### src/rtl/axis_out_packer_pkg.sv
// Shared defaults for the M_AXIS output packer and its word FIFO.
// Latency: n/a (constants only).
// Backpressure: n/a.
package axis_out_packer_pkg;

    localparam int DEF_ELEM_WIDTH    = 8;
    localparam int DEF_TDATA_WIDTH   = 32;
    localparam int DEF_FIFO_DEPTH    = 4;
    localparam int DEF_PKT_LEN_WIDTH = 16;

    // Lane counter width; at least one bit even when a word holds a single element.
    function automatic int lane_bits(input int pack);
        return (pack > 1) ? $clog2(pack) : 1;
    endfunction

endpackage

### src/rtl/axis_fifo_sync.sv
// Show-ahead synchronous FIFO holding packed M_AXIS words {tlast, tstrb, tdata}.
// Latency: a pushed word is visible on pop_dat the cycle after the push.
// Backpressure: push is ignored when full; the reader holds the head until pop.
// Ports: clk/rst_n, clear (sync flush), push/push_dat, pop/pop_dat, full/empty/level.
module axis_fifo_sync #(
    parameter int WIDTH = 37,
    parameter int DEPTH = 4
) (
    input  logic                     clk,
    input  logic                     rst_n,
    input  logic                     clear,
    input  logic                     push,
    input  logic [WIDTH-1:0]         push_dat,
    input  logic                     pop,
    output logic [WIDTH-1:0]         pop_dat,
    output logic                     full,
    output logic                     empty,
    output logic [$clog2(DEPTH):0]   level
);

    localparam int AW = $clog2(DEPTH);

    logic [WIDTH-1:0] mem_q [DEPTH];
    // One extra pointer bit distinguishes full from empty; pointers wrap naturally.
    logic [AW:0]      wr_ptr_q;
    logic [AW:0]      rd_ptr_q;
    logic             do_push;
    logic             do_pop;

    assign level   = wr_ptr_q - rd_ptr_q;
    assign empty   = (wr_ptr_q == rd_ptr_q);
    assign full    = (level == (AW+1)'(DEPTH));
    assign do_push = push && !full && !clear;
    assign do_pop  = pop && !empty && !clear;

    // Head is forced to zero when empty so the output bus idles at 0.
    assign pop_dat = empty ? '0 : mem_q[rd_ptr_q[AW-1:0]];

    always_ff @(posedge clk) begin
        if (do_push) begin
            mem_q[wr_ptr_q[AW-1:0]] <= push_dat;
        end
    end

    always_ff @(posedge clk or negedge rst_n) begin
        if (!rst_n) begin
            wr_ptr_q <= '0;
            rd_ptr_q <= '0;
        end else if (clear) begin
            wr_ptr_q <= '0;
            rd_ptr_q <= '0;
        end else begin
            if (do_push) wr_ptr_q <= wr_ptr_q + (AW+1)'(1);
            if (do_pop)  rd_ptr_q <= rd_ptr_q + (AW+1)'(1);
        end
    end

endmodule

### src/rtl/axis_out_packer.sv
// Packs narrow result elements into M_AXIS words with TSTRB/TLAST and buffers them in a FIFO.
// Latency: completing element at cycle N gives M_AXIS_TVALID at N+1.
// Backpressure: in_ready = !fifo_full (registered, no path from TREADY); drops set sticky overflow.
// Ports: clk/rst_n/clear; in_valid/in_data/in_last/in_ready; pkt_len; M_AXIS_*; overflow, fifo_level, busy.
import axis_out_packer_pkg::*;

module axis_out_packer #(
    parameter int ELEM_WIDTH           = DEF_ELEM_WIDTH,
    parameter int C_M_AXIS_TDATA_WIDTH = DEF_TDATA_WIDTH,
    parameter int FIFO_DEPTH           = DEF_FIFO_DEPTH,
    parameter int PKT_LEN_WIDTH        = DEF_PKT_LEN_WIDTH
) (
    input  logic                                clk,
    input  logic                                rst_n,
    input  logic                                clear,
    input  logic                                in_valid,
    input  logic [ELEM_WIDTH-1:0]               in_data,
    input  logic                                in_last,
    output logic                                in_ready,
    input  logic [PKT_LEN_WIDTH-1:0]            pkt_len,
    input  logic                                M_AXIS_TREADY,
    output logic [C_M_AXIS_TDATA_WIDTH-1:0]     M_AXIS_TDATA,
    output logic                                M_AXIS_TVALID,
    output logic                                M_AXIS_TLAST,
    output logic [C_M_AXIS_TDATA_WIDTH/8-1:0]   M_AXIS_TSTRB,
    output logic                                overflow,
    output logic [$clog2(FIFO_DEPTH):0]         fifo_level,
    output logic                                busy
);

    localparam int TW     = C_M_AXIS_TDATA_WIDTH;
    localparam int SW     = TW / 8;
    localparam int PACK   = TW / ELEM_WIDTH;
    localparam int EB     = ELEM_WIDTH / 8;
    localparam int LANE_W = lane_bits(PACK);
    localparam int FW     = TW + SW + 1;

    logic [LANE_W-1:0]        lane_idx_q;
    logic [TW-1:0]            pack_buf_q;
    logic [PKT_LEN_WIDTH-1:0] word_cnt_q;
    logic [PKT_LEN_WIDTH-1:0] pkt_len_q;
    logic                     overflow_q;

    logic                     fifo_full;
    logic                     fifo_empty;
    logic [FW-1:0]            fifo_dout;

    logic                     accept;
    logic                     complete;
    logic                     first_elem;
    logic [PKT_LEN_WIDTH-1:0] eff_len;
    logic                     word_last;
    logic [TW-1:0]            merged;
    logic [SW-1:0]            strb;

    assign in_ready   = !fifo_full;
    assign accept     = in_valid && in_ready && !clear;
    assign complete   = accept && (in_last || (lane_idx_q == LANE_W'(PACK-1)));
    assign first_elem = (word_cnt_q == '0) && (lane_idx_q == '0);

    // The first element of a packet uses the live pkt_len, since pkt_len_q only
    // captures it at that same edge; later words use the captured value.
    assign eff_len   = first_elem ? pkt_len : pkt_len_q;
    assign word_last = in_last ||
                       ((eff_len != '0) && (word_cnt_q == eff_len - PKT_LEN_WIDTH'(1)));

    // Lanes above lane_idx in pack_buf are always zero, so merging is a lane write.
    always_comb begin
        merged = pack_buf_q;
        strb   = '0;
        for (int l = 0; l < PACK; l++) begin
            if (lane_idx_q == LANE_W'(l)) begin
                merged[l*ELEM_WIDTH +: ELEM_WIDTH] = in_data;
            end
            if (LANE_W'(l) <= lane_idx_q) begin
                strb[l*EB +: EB] = '1;
            end
        end
    end

    always_ff @(posedge clk or negedge rst_n) begin
        if (!rst_n) begin
            lane_idx_q <= '0;
            pack_buf_q <= '0;
            word_cnt_q <= '0;
            pkt_len_q  <= '0;
            overflow_q <= 1'b0;
        end else if (clear) begin
            lane_idx_q <= '0;
            pack_buf_q <= '0;
            word_cnt_q <= '0;
            pkt_len_q  <= '0;
            overflow_q <= 1'b0;
        end else begin
            if (in_valid && !in_ready) begin
                overflow_q <= 1'b1;
            end
            if (accept && first_elem) begin
                pkt_len_q <= pkt_len;
            end
            if (complete) begin
                lane_idx_q <= '0;
                pack_buf_q <= '0;
                word_cnt_q <= word_last ? '0 : word_cnt_q + PKT_LEN_WIDTH'(1);
            end else if (accept) begin
                lane_idx_q <= lane_idx_q + LANE_W'(1);
                pack_buf_q <= merged;
            end
        end
    end

    axis_fifo_sync #(
        .WIDTH (FW),
        .DEPTH (FIFO_DEPTH)
    ) u_fifo (
        .clk      (clk),
        .rst_n    (rst_n),
        .clear    (clear),
        .push     (complete),
        .push_dat ({word_last, strb, merged}),
        .pop      (M_AXIS_TREADY),
        .pop_dat  (fifo_dout),
        .full     (fifo_full),
        .empty    (fifo_empty),
        .level    (fifo_level)
    );

    assign M_AXIS_TVALID = !fifo_empty;
    assign M_AXIS_TDATA  = fifo_dout[TW-1:0];
    assign M_AXIS_TSTRB  = fifo_dout[TW +: SW];
    assign M_AXIS_TLAST  = fifo_dout[FW-1];
    assign overflow      = overflow_q;
    assign busy          = !fifo_empty || (lane_idx_q != '0);

endmodule

### config.mk
export PLATFORM = sky130hd
export DESIGN_NAME = axis_out_packer
export DESIGN_NICKNAME = d
export VERILOG_FILES = /design/src/rtl/axis_out_packer_pkg.sv /design/src/rtl/axis_fifo_sync.sv /design/src/rtl/axis_out_packer.sv
export SDC_FILE = /design/constraint.sdc
export NUM_CORES = 1
export LEC_CHECK = 0
export ABC_AREA = 1
export CORE_MARGIN = 10
export CORE_UTILIZATION = 59
export CTS_CLUSTER_DIAMETER = 60
export DETAILED_ROUTE_END_ITERATION = 12
export HOLD_SLACK_MARGIN = 0.15
export PLACE_DENSITY = 0.83
export SYNTH_ARGS = -nofsm -noshare
export SYNTH_HDL_FRONTEND = slang
export SYNTH_SLANG_ARGS = --single-unit
### constraint.sdc
create_clock -name clk -period 4.9 [get_ports clk]
set_input_delay 0.98 -clock clk [delete_from_list [all_inputs] [get_ports clk]]
set_output_delay 0.98 -clock clk [all_outputs]
set_load 0.01 [all_outputs]
After elaboration in Yosys (flattened, before gate mapping)
Memories as Yosys holds them, arrays and structs flattened.
Index checks and enable logic that the tools add are counted.
- register bits after elaboration: 73
- bits in latches: 0
- memory bits (writable): 148
- memory bits (read-only): 0
- bits of input ports: 30
- output and inout bits: 44
- word-level logic and storage cells: 80
- memories kept: 1
- memories (memory ; words ; bits a word ; read ports ; clocked after Yosys merged registers in ; wr ports ; RTL line ; text):
    u_fifo.mem_q ; 4 ; 37 ; 1 ; 0 ; 1 ; axis_fifo_sync.sv:23 ; logic [WIDTH-1:0] mem_q [DEPTH];
- add/sub/neg operators: 6
- multiply operators: 0
- div/mod/pow operators: 0
- $lt $le $gt $ge: 4
- equality and inequality tests: 6
- shift-type cells: 0
- multiplexer cells: 29
- bitwise operators: 0
- reduce and logical (&&, ||, !) cells: 27
- operators by type and width (kind ; count):
    16-bit two-way mux ; 6
    32-bit two-way mux ; 3
    37-bit two-way mux ; 1
    8-bit two-way mux ; 4
    16-bit by 1-bit adder with 16-bit output, second input constant ; 1
    16-bit == test ; 1
    16-bit logical NOT ; 1
    16-bit nonzero test ; 1
    16-bit by 1-bit subtractor with 16-bit output, second input constant ; 1
    3-bit two-way mux ; 4
    2-bit nonzero test ; 6
    1-bit logical AND ; 11
    1-bit two-way mux ; 8
    3-bit by 1-bit adder with 3-bit output, second input constant ; 2
    2-bit two-way mux ; 3
    2-bit == test, second input constant ; 2
    1-bit by 2-bit less-or-equal comparator with 1-bit output, first input constant ; 2
    2-bit less-or-equal comparator, first input constant ; 2
    3-bit == test ; 1
    3-bit == test, second input constant ; 1
    1-bit logical NOT ; 3
    1-bit logical OR ; 3
    3-bit nonzero test ; 1
    3-bit subtractor ; 1
    3 further kinds ; 3

Longest topological paths before layout
Gate-level depths: netlist (run 1).
- word-level depth: 10
- mapped depth: 26
- gate-level depth less buffers: 24

Cells and area by module
Synthesis (run 1) repeated with hierarchy kept, for this count alone.
- cell total of the unflattened synthesis: 1162
- area total of the unflattened synthesis: 10928.0 µm²
- by module, submodules not included (module ; times used ; cells an instance ; area an instance (µm²) ; sequential area each (µm²)):
    axis_fifo_sync ; 1 ; 504 ; 6316.1 ; 4594.4
    axis_out_packer ; 1 ; 658 ; 4611.9 ; 1676.6

Worst setup path before layout (run 1)
OpenSTA, ideal clock, no wires.
- kind: reg-to-reg
- from: reg u_fifo.wr_ptr_q[0]
- to: mem u_fifo.mem_q[0][0], enable pin
- library setup time: 0.429 ns
- arrival time: 3.881 ns
- required time: 4.471 ns
- path slack: 0.589 ns
- cell stages (with the launch flop): 13
- buffers on the path: 1
- clock period less this slack: 4.311 ns
- cells stage by stage: dfrtp_1 > inv_1 > ha_1 > fa_1 > xor2_1 > nand3_1 > nand2_1 > nor2_1 > inv_2 > nor2_1 > inv_2 > clkbuf_1 > nor2_1
- cells in the longest elaborated chain, start to end: 10
- RTL lines (element ; RTL line ; text):
    start: declaration ; axis_fifo_sync.sv:25 ; logic [AW:0] wr_ptr_q;
    start signal: assignment ; axis_fifo_sync.sv:53 ; if (do_push) wr_ptr_q <= wr_ptr_q + (AW+1)'(1);
    3-bit subtractor * ; axis_fifo_sync.sv:30 ; assign level = wr_ptr_q - rd_ptr_q;
    named net fifo_level[2] ; axis_out_packer.sv:27 ; output logic [$clog2(FIFO_DEPTH):0] fifo_level,
    3-bit == test * ; axis_fifo_sync.sv:32 ; assign full = (level == (AW+1)'(DEPTH));
    1-bit logical NOT * ; axis_out_packer.sv:56 ; assign in_ready = !fifo_full;
    named net in_ready ; axis_out_packer.sv:19 ; output logic in_ready,
    1-bit logical AND (2 in a row) ; axis_out_packer.sv:57 ; assign accept = in_valid && in_ready && !clear;
    1-bit logical AND ; axis_out_packer.sv:58 ; assign complete = accept && (in_last || (lane_idx_q == LANE_W'(PACK-1)));
    1-bit logical AND * (2 in a row) ; axis_fifo_sync.sv:33 ; assign do_push = push && !full && !clear;
    1-bit two-way mux * ; axis_fifo_sync.sv:40 ; if (do_push) begin
    1-bit two-way mux (not written as such) * ; axis_fifo_sync.sv:41 ; mem_q[wr_ptr_q[AW-1:0]] <= push_dat;
    end: declaration ; axis_fifo_sync.sv:23 ;
The timed path passes the listed nets; every way through them passes the cells marked *.

Final worst setup path (run 1)
- from: reg u_fifo.rd_ptr_q[0]
- to: out M_AXIS_TDATA[20]
- cells in the longest elaborated chain, start to end: 2
- RTL lines (element ; RTL line ; text):
    start: declaration ; axis_fifo_sync.sv:26 ; logic [AW:0] rd_ptr_q;
    start signal: assignment ; axis_fifo_sync.sv:54 ; if (do_pop) rd_ptr_q <= rd_ptr_q + (AW+1)'(1);
    memory 4 x 37 bit / 3-bit == test (equally long branches) ; -- ;
    37-bit two-way mux * ; axis_fifo_sync.sv:37 ; assign pop_dat = empty ? '0 : mem_q[rd_ptr_q[AW-1:0]];
    end: declaration ; axis_out_packer.sv:22 ; output logic [C_M_AXIS_TDATA_WIDTH-1:0] M_AXIS_TDATA,
Every way passes the cells marked *; elsewhere a longest branch is shown, timed or not.

==> impl_metrics.py, run 1 <==
metrics = {
    "yosys": {
        "yosysWarnings": 0,
        "synthArstFlopShare": 0.336,
        "yosysSeqAreaShare": 0.590,
        "synth_area_um2": 10400,
        "avgSynthCellArea_um2": 9.45,
        "yosys-top-cells-count": "nor2_1, nand2_1, o21ai_0",
        "synth_flop_cell": "edfxtp_1",
        "yosysMostFrequentCell": "nor2_1",
        "yosysUniqueCellTypes": 37,
        "synth_edf_count": 144,
        "synth_area_leaders": "edfxtp_1, dfrtp_1, o21ai_0",
        "yosys.area.top_type_share": 0.415,
        "synthCells": 1104,
        "yosysTopAreaCell": "edfxtp_1",
        "synth-seq-cells": 217,
        "synth.net_count": 1150,
    },
    "timing": {
        "max-slew-margin-rel": 0.303,
        "fmax_mhz": 251,
        "fin_skew_ps": 19.5,
        "report.final.slew_viol_count": 0,
        "fin_crit_ps": 3990,
        "setup_viol": 0,
        "worst_slack_ps": 911,
        "tns_ps": 0,
        "period_share": 0.814,
        "hold_viol": 0,
        "rsz0062_at_grt": "no",
        "worst_pin_slew_ps": 1040,
    },
    "clocking": {
        "clk_path_buf_depth": 3,
        "post_cts_buffers": 0,
        "cts_hold_buf": 0,
        "cts_tree": "built",
        "clk_pin_slew_ps": 60,
        "cts_root_buf": "clkbuf_16",
        "h-tree-depth": 1,
        "worst_skew_pair.late_latency_ps": 520,
        "cts.sink_count": 217,
        "cts_resized": 0,
        "numCtsBuffers": 23,
    },
    "floorplan": {
        "initial_core_util": 0.603,
        "io_pins": 74,
        "die_height_um": 153,
        "num_rows": 48,
        "core_um2": 17300,
        "fp.dieArea_um2": 23400,
        "die_width_um": 153,
    },
    "final_layout": {
        "final_nets": 1205,
        "multi_input_area_um2": 3730,
        "regArea_um2": 6150,
        "fill_cells": 1191,
        "drive_above_1_share": 0.0986,
        "area_growth_pct": 16.2,
        "diodes": 0,
    },
    "power": {
        "leakage_nw": 4.73,
        "power_density_nw_per_um2": 476,
        "total_power_mw": 5.77,
        "ir_drop_mv": 0.297,
    },
    "critical_path": {
        "crit_arrival_ps": 3010,
        "cp_num_buf_inv": 3,
        "worst_setup_path_start_kind": "register",
        "slowest_stage": "inv_1",
        "worstPathMaxFanout": 34,
        "critPathRequiredTime_ps": 3920,
        "path_cells": "inv_1 -> buf_4 -> o21ai_0 -> a21oi_1 -> clkdlybuf4s50_1",
        "max_stage_delay_ps": 760,
        "crit_family": "buffers and inverters",
        "crit_type": "register to output port",
        "end_kind": "output port",
    },
    "grt": {
        "overflow": 0,
        "first_global_vias": 8181,
        "track_usage": 0.205,
        "grt_start_max_net_pins": 74,
        "antenna_found_initial": 0,
        "grt_pass1_wl_mm": 40.3,
    },
    "drt": {
        "wire_per_inst_um": 17.6,
        "routed_wl_mm": 24.7,
        "routed_via_density": 5.79,
        "vias": 8110,
        "drt-initial-drc-count": 769,
        "dr.pass1.iters": 5,
        "drc": 0,
        "final_antenna_net_count": 0,
    },
    "status": {
        "outcome": "finished clean",
    },
    "flow_run": {
        "maxCapViolCount": 0,
    },
    "hold_path": {
        "hp-class": "register to register",
    },
    "placement": {
        "gp_congestion": 0.883,
        "portBuffers": 73,
        "pre_cts_ws_ps": 1030,
        "place_hpwl_mm": 15.3,
    },
}
[registers in the layout (all words and copies together) (netlist names)]
signal / cells
u_fifo.wr_ptr_q: 3
pack_buf_q: 32
u_fifo.mem_q: 144
u_fifo.rd_ptr_q: 3
lane_idx_q: 2
word_cnt_q: 16
pkt_len_q: 16
overflow: 1
[report_power, final]
group | internal, mW | switching, mW
combinational | 0.703 | 1.13
sequential | 2.08 | 0.0458
clock | 1.09 | 0.718
total | 3.88 | 1.90
[cell families after synthesis]
family	share of synthesized area
simple gates	0.210
fa+ha+maj	0.0199
xor+xnor	0.0185
compound gates	0.105
buf+inv	0.0564
flops	0.590
[layout make-up]
| cell class | count | area share |
|---|---|---|
| repair buffers | 86 | 0.0682 |
| multi-input cells | 745 | 0.308 |
| flip-flops and latches | 217 | 0.508 |
| inverters | 86 | 0.0266 |
| clock buffers | 29 | 0.0527 |
| well taps | 225 | 0.0232 |
| clock inverters | 13 | 0.0137 |
[metal layers]
layer | vias up | wire (µm) | global-route usage
li1 | 3810 | - | -
met1 | 3882 | 9170 | 0.232
met2 | 342 | 13100 | 0.378
met3 | 76 | 1600 | 0.0297
met4 | 0 | 815 | 0.0781
met5 | - | 0 | 0
[placed cells by master (no fill, tap or decap), drive strengths merged, types with 5 or more instances in the layout]
cell type / Yosys / routed
nand4: 5 / 5
clkbuf: 35 / 29
xor2: 18 / 18
nand2: 181 / 181
clkdlybuf4s50: 0 / 72
buf: 21 / 14
o21ai: 165 / 165
nand3: 82 / 82
ha: 15 / 15
inv: 85 / 87
a21oi: 47 / 47
nor3: 9 / 9
nor2: 207 / 207
dfrtp: 73 / 73
edfxtp: 144 / 144
clkinv: 1 / 6
[final timing paths]
kind | end | depth (start not counted) | startpoint | slack [ps]
min in group asynchronous | u_fifo.wr_ptr_q[2] | 1 | rst_n | 640
worst max register to register | u_fifo.mem_q[3][36] | 21 | lane_idx_q[0] | 1090
worst min register to register | pkt_len_q[11] | 2 | pkt_len_q[11] | 490
worst max-delay path | M_AXIS_TDATA[20] | 5 | u_fifo.rd_ptr_q[0] | 910
max in group asynchronous | u_fifo.rd_ptr_q[0] | 1 | rst_n | 3600
worst min-delay path | pkt_len_q[11] | 2 | pkt_len_q[11] | 490
[worst register-to-register path: cells and delay by family (launching register included)]
family          cells  cell delay [ps]
simple gates       15             2010
buf+inv             3              480
fa+ha+maj           2              420
flops               1              400
compound gates      1              220
[per-stage QoR]
stage          utilization  instance area [µm²]  hold WS (ps)  cells
2_1_floorplan            -                10400           447   1104
3_3_place_gp         0.654                11300           466   1359
3_5_place_dp         0.654                11300           477   1359
4_1_cts              0.701                12100           491   1401
5_1_grt              0.701                12100           509   1401
6_report             0.701                12100           489   1401
(Power assumes the default switching activity.)
==> run 2, diff against run 1 <==
==> constraint.sdc (replaced) <==
create_clock -name clk -period 4 [get_ports clk]
set_input_delay 0.8 -clock clk [delete_from_list [all_inputs] [get_ports clk]]
set_output_delay 0.8 -clock clk [all_outputs]
set_load 0.01 [all_outputs]
==> impl_metrics.py, run 2 (same netlist as run 1, synthesis figures left out) <==
metrics = {
    "power": {
        "ir_drop_mv": 0.431,
        "leakage_nw": 4.77,
        "power_density_nw_per_um2": 583,
    },
    "critical_path": {
        "worst_setup_path_start_kind": "register",
        "crit_type": "register to output port",
        "end_kind": "output port",
        "max_stage_delay_ps": 620,
        "crit_arrival_ps": 3030,
        "path_cells": "buf_4 -> inv_1 -> buf_12 -> o21ai_0 -> a21oi_1 -> clkdlybuf4s50_1",
        "slowest_stage": "buf_4",
        "worstPathMaxFanout": 74,
        "critPathRequiredTime_ps": 3200,
    },
    "clocking": {
        "cts_resized": 0,
        "cts.sink_count": 217,
        "h-tree-depth": 1,
        "cts_root_buf": "clkbuf_16",
        "cts_tree": "built",
        "worst_skew_pair.late_latency_ps": 500,
        "clk_path_buf_depth": 3,
        "numCtsBuffers": 22,
        "post_cts_buffers": 0,
        "clk_pin_slew_ps": 60,
        "cts_hold_buf": 0,
    },
    "final_layout": {
        "fin_cells": 1403,
        "final_common_cell": "nor2_1",
        "layout_common_cells": "nor2_1, nand2_1, o21ai_0",
        "drive_above_1_share": 0.101,
        "diodes": 0,
        "fill_cells": 1250,
        "design_area_um2": 12200,
        "largest_register_ffs": 144,
        "final_nets": 1208,
        "area_growth_pct": 16.8,
    },
    "drt": {
        "wire_per_inst_um": 17.9,
        "final_antenna_net_count": 0,
        "routed_via_density": 5.74,
        "routed_wl_mm": 25.1,
        "drc": 0,
        "dr.pass1.iters": 5,
        "drt-initial-drc-count": 805,
        "vias": 8053,
    },
    "timing": {
        "worst_slack_ps": 170,
        "setup_viol": 0,
        "fmax_mhz": 261,
        "fin_crit_ps": 3830,
        "report.final.slew_viol_count": 0,
        "fin_skew_ps": 14.4,
        "hold_ws_ps": 450,
        "rsz0062_at_grt": "no",
        "worst_pin_slew_ps": 969,
        "hold_viol": 0,
        "period_share": 0.958,
        "tns_ps": 0,
        "max-slew-margin-rel": 0.354,
    },
    "grt": {
        "grt_pass1_wl_mm": 40.7,
        "overflow": 0,
        "first_global_vias": 8204,
        "track_usage": 0.208,
        "grt_start_max_net_pins": 75,
        "antenna_found_initial": 0,
    },
    "placement": {
        "portBuffers": 73,
        "gp_congestion": 0.861,
        "placedCellCount": 1363,
        "pre_cts_ws_ps": 451,
        "dpl-instance-area_um2": 11400,
        "place_hpwl_mm": 15.6,
    },
    "floorplan": {
        "core_um2": 17300,
        "fp.dieArea_um2": 23400,
        "num_rows": 48,
        "io_pins": 74,
        "initial_core_util": 0.603,
        "die_height_um": 153,
        "die_width_um": 153,
    },
    "status": {
        "outcome": "finished clean",
    },
    "flow_run": {
        "maxCapViolCount": 0,
    },
    "hold_path": {
        "hp-class": "input pin to async pin",
    },
}
[run 2: cell count changes in the layout (fill, tap and decap cells not counted)]
cell | previous run | this run
buf_12 | 0 | 4
clkinv_4 | 0 | 3
clkbuf_8 | 4 | 2
clkinvlp_4 | 3 | 1
bufinv_16 | 3 | 4
clkinv_1 | 3 | 2
clkinv_2 | 3 | 4
inv_16 | 1 | 0
inv_8 | 1 | 0
[run 2: final timing paths]
kind                                    startpoint  slack [ps]             endpoint  cells past startpoint
worst min-delay path                         rst_n         450        word_cnt_q[2]                      1
max in group asynchronous                    rst_n        2850   u_fifo.rd_ptr_q[0]                      1
min in group clk                     pkt_len_q[11]         480        pkt_len_q[11]                      2
worst min register to register       pkt_len_q[11]         480        pkt_len_q[11]                      2
worst max register to register       lane_idx_q[0]         450  u_fifo.mem_q[3][36]                     20
worst max-delay path            u_fifo.rd_ptr_q[0]         170      M_AXIS_TSTRB[3]                      6
[run 2: final cells by class]
cell class                      instances  area, µm²  area share
Clock buffer                           27        611      0.0501
Clock inverter                         13        178      0.0146
Inverter                               86        323      0.0265
Multi-Input combinational cell        745       3730       0.306
Sequential cell                       217       6150       0.505
Tap cell                              225        282      0.0231
Timing Repair Buffer                   90        906      0.0744
[run 2: critical path: cells and delay by family, from the launching register on]
kind / cells / cell delay [ps]
AO/OA/AOI/OAI: 2 / 460
flip-flops: 1 / 360
buffers and inverters: 4 / 1710
[run 2: where the power goes]
| part | internal (mW) | leakage (nW) | switching, mW | total (mW) |
|---|---|---|---|---|
| registers | 2.55 | 2.33 | 0.0529 | 2.60 |
| logic | 0.880 | 2.06 | 1.42 | 2.30 |
| clock network | 1.35 | 0.386 | 0.847 | 2.20 |
[run 2: metrics by stage]
step                      power [mW]  utilization
after floorplan                 3.95            -
after global placement          4.88        0.659
after detailed placement        4.94        0.659
after CTS                       7.14        0.704
after global routing            7.44        0.704
final                           7.10        0.704
[run 2: layer usage]
| metal | GRT usage | share of wire |
|---|---|---|
| met3 | 0.0351 | 0.078 |
| met2 | 0.383 | 0.53 |
| met4 | 0.0708 | 0.028 |
| met5 | 0 | 0 |
| met1 | 0.237 | 0.37 |
==> run 3, diff against run 2 <==
--- a/config.mk
+++ b/config.mk
@@ -10,6 +10,7 @@
 export CORE_UTILIZATION = 59
 export CTS_CLUSTER_DIAMETER = 60
 export DETAILED_ROUTE_END_ITERATION = 12
+export GPL_ROUTABILITY_DRIVEN = 0
 export HOLD_SLACK_MARGIN = 0.15
 export PLACE_DENSITY = 0.83
 export SYNTH_ARGS = -nofsm -noshare
==> results of run 3 <==
Same layout as run 2: the final DEF is identical, and so are final timing and power.
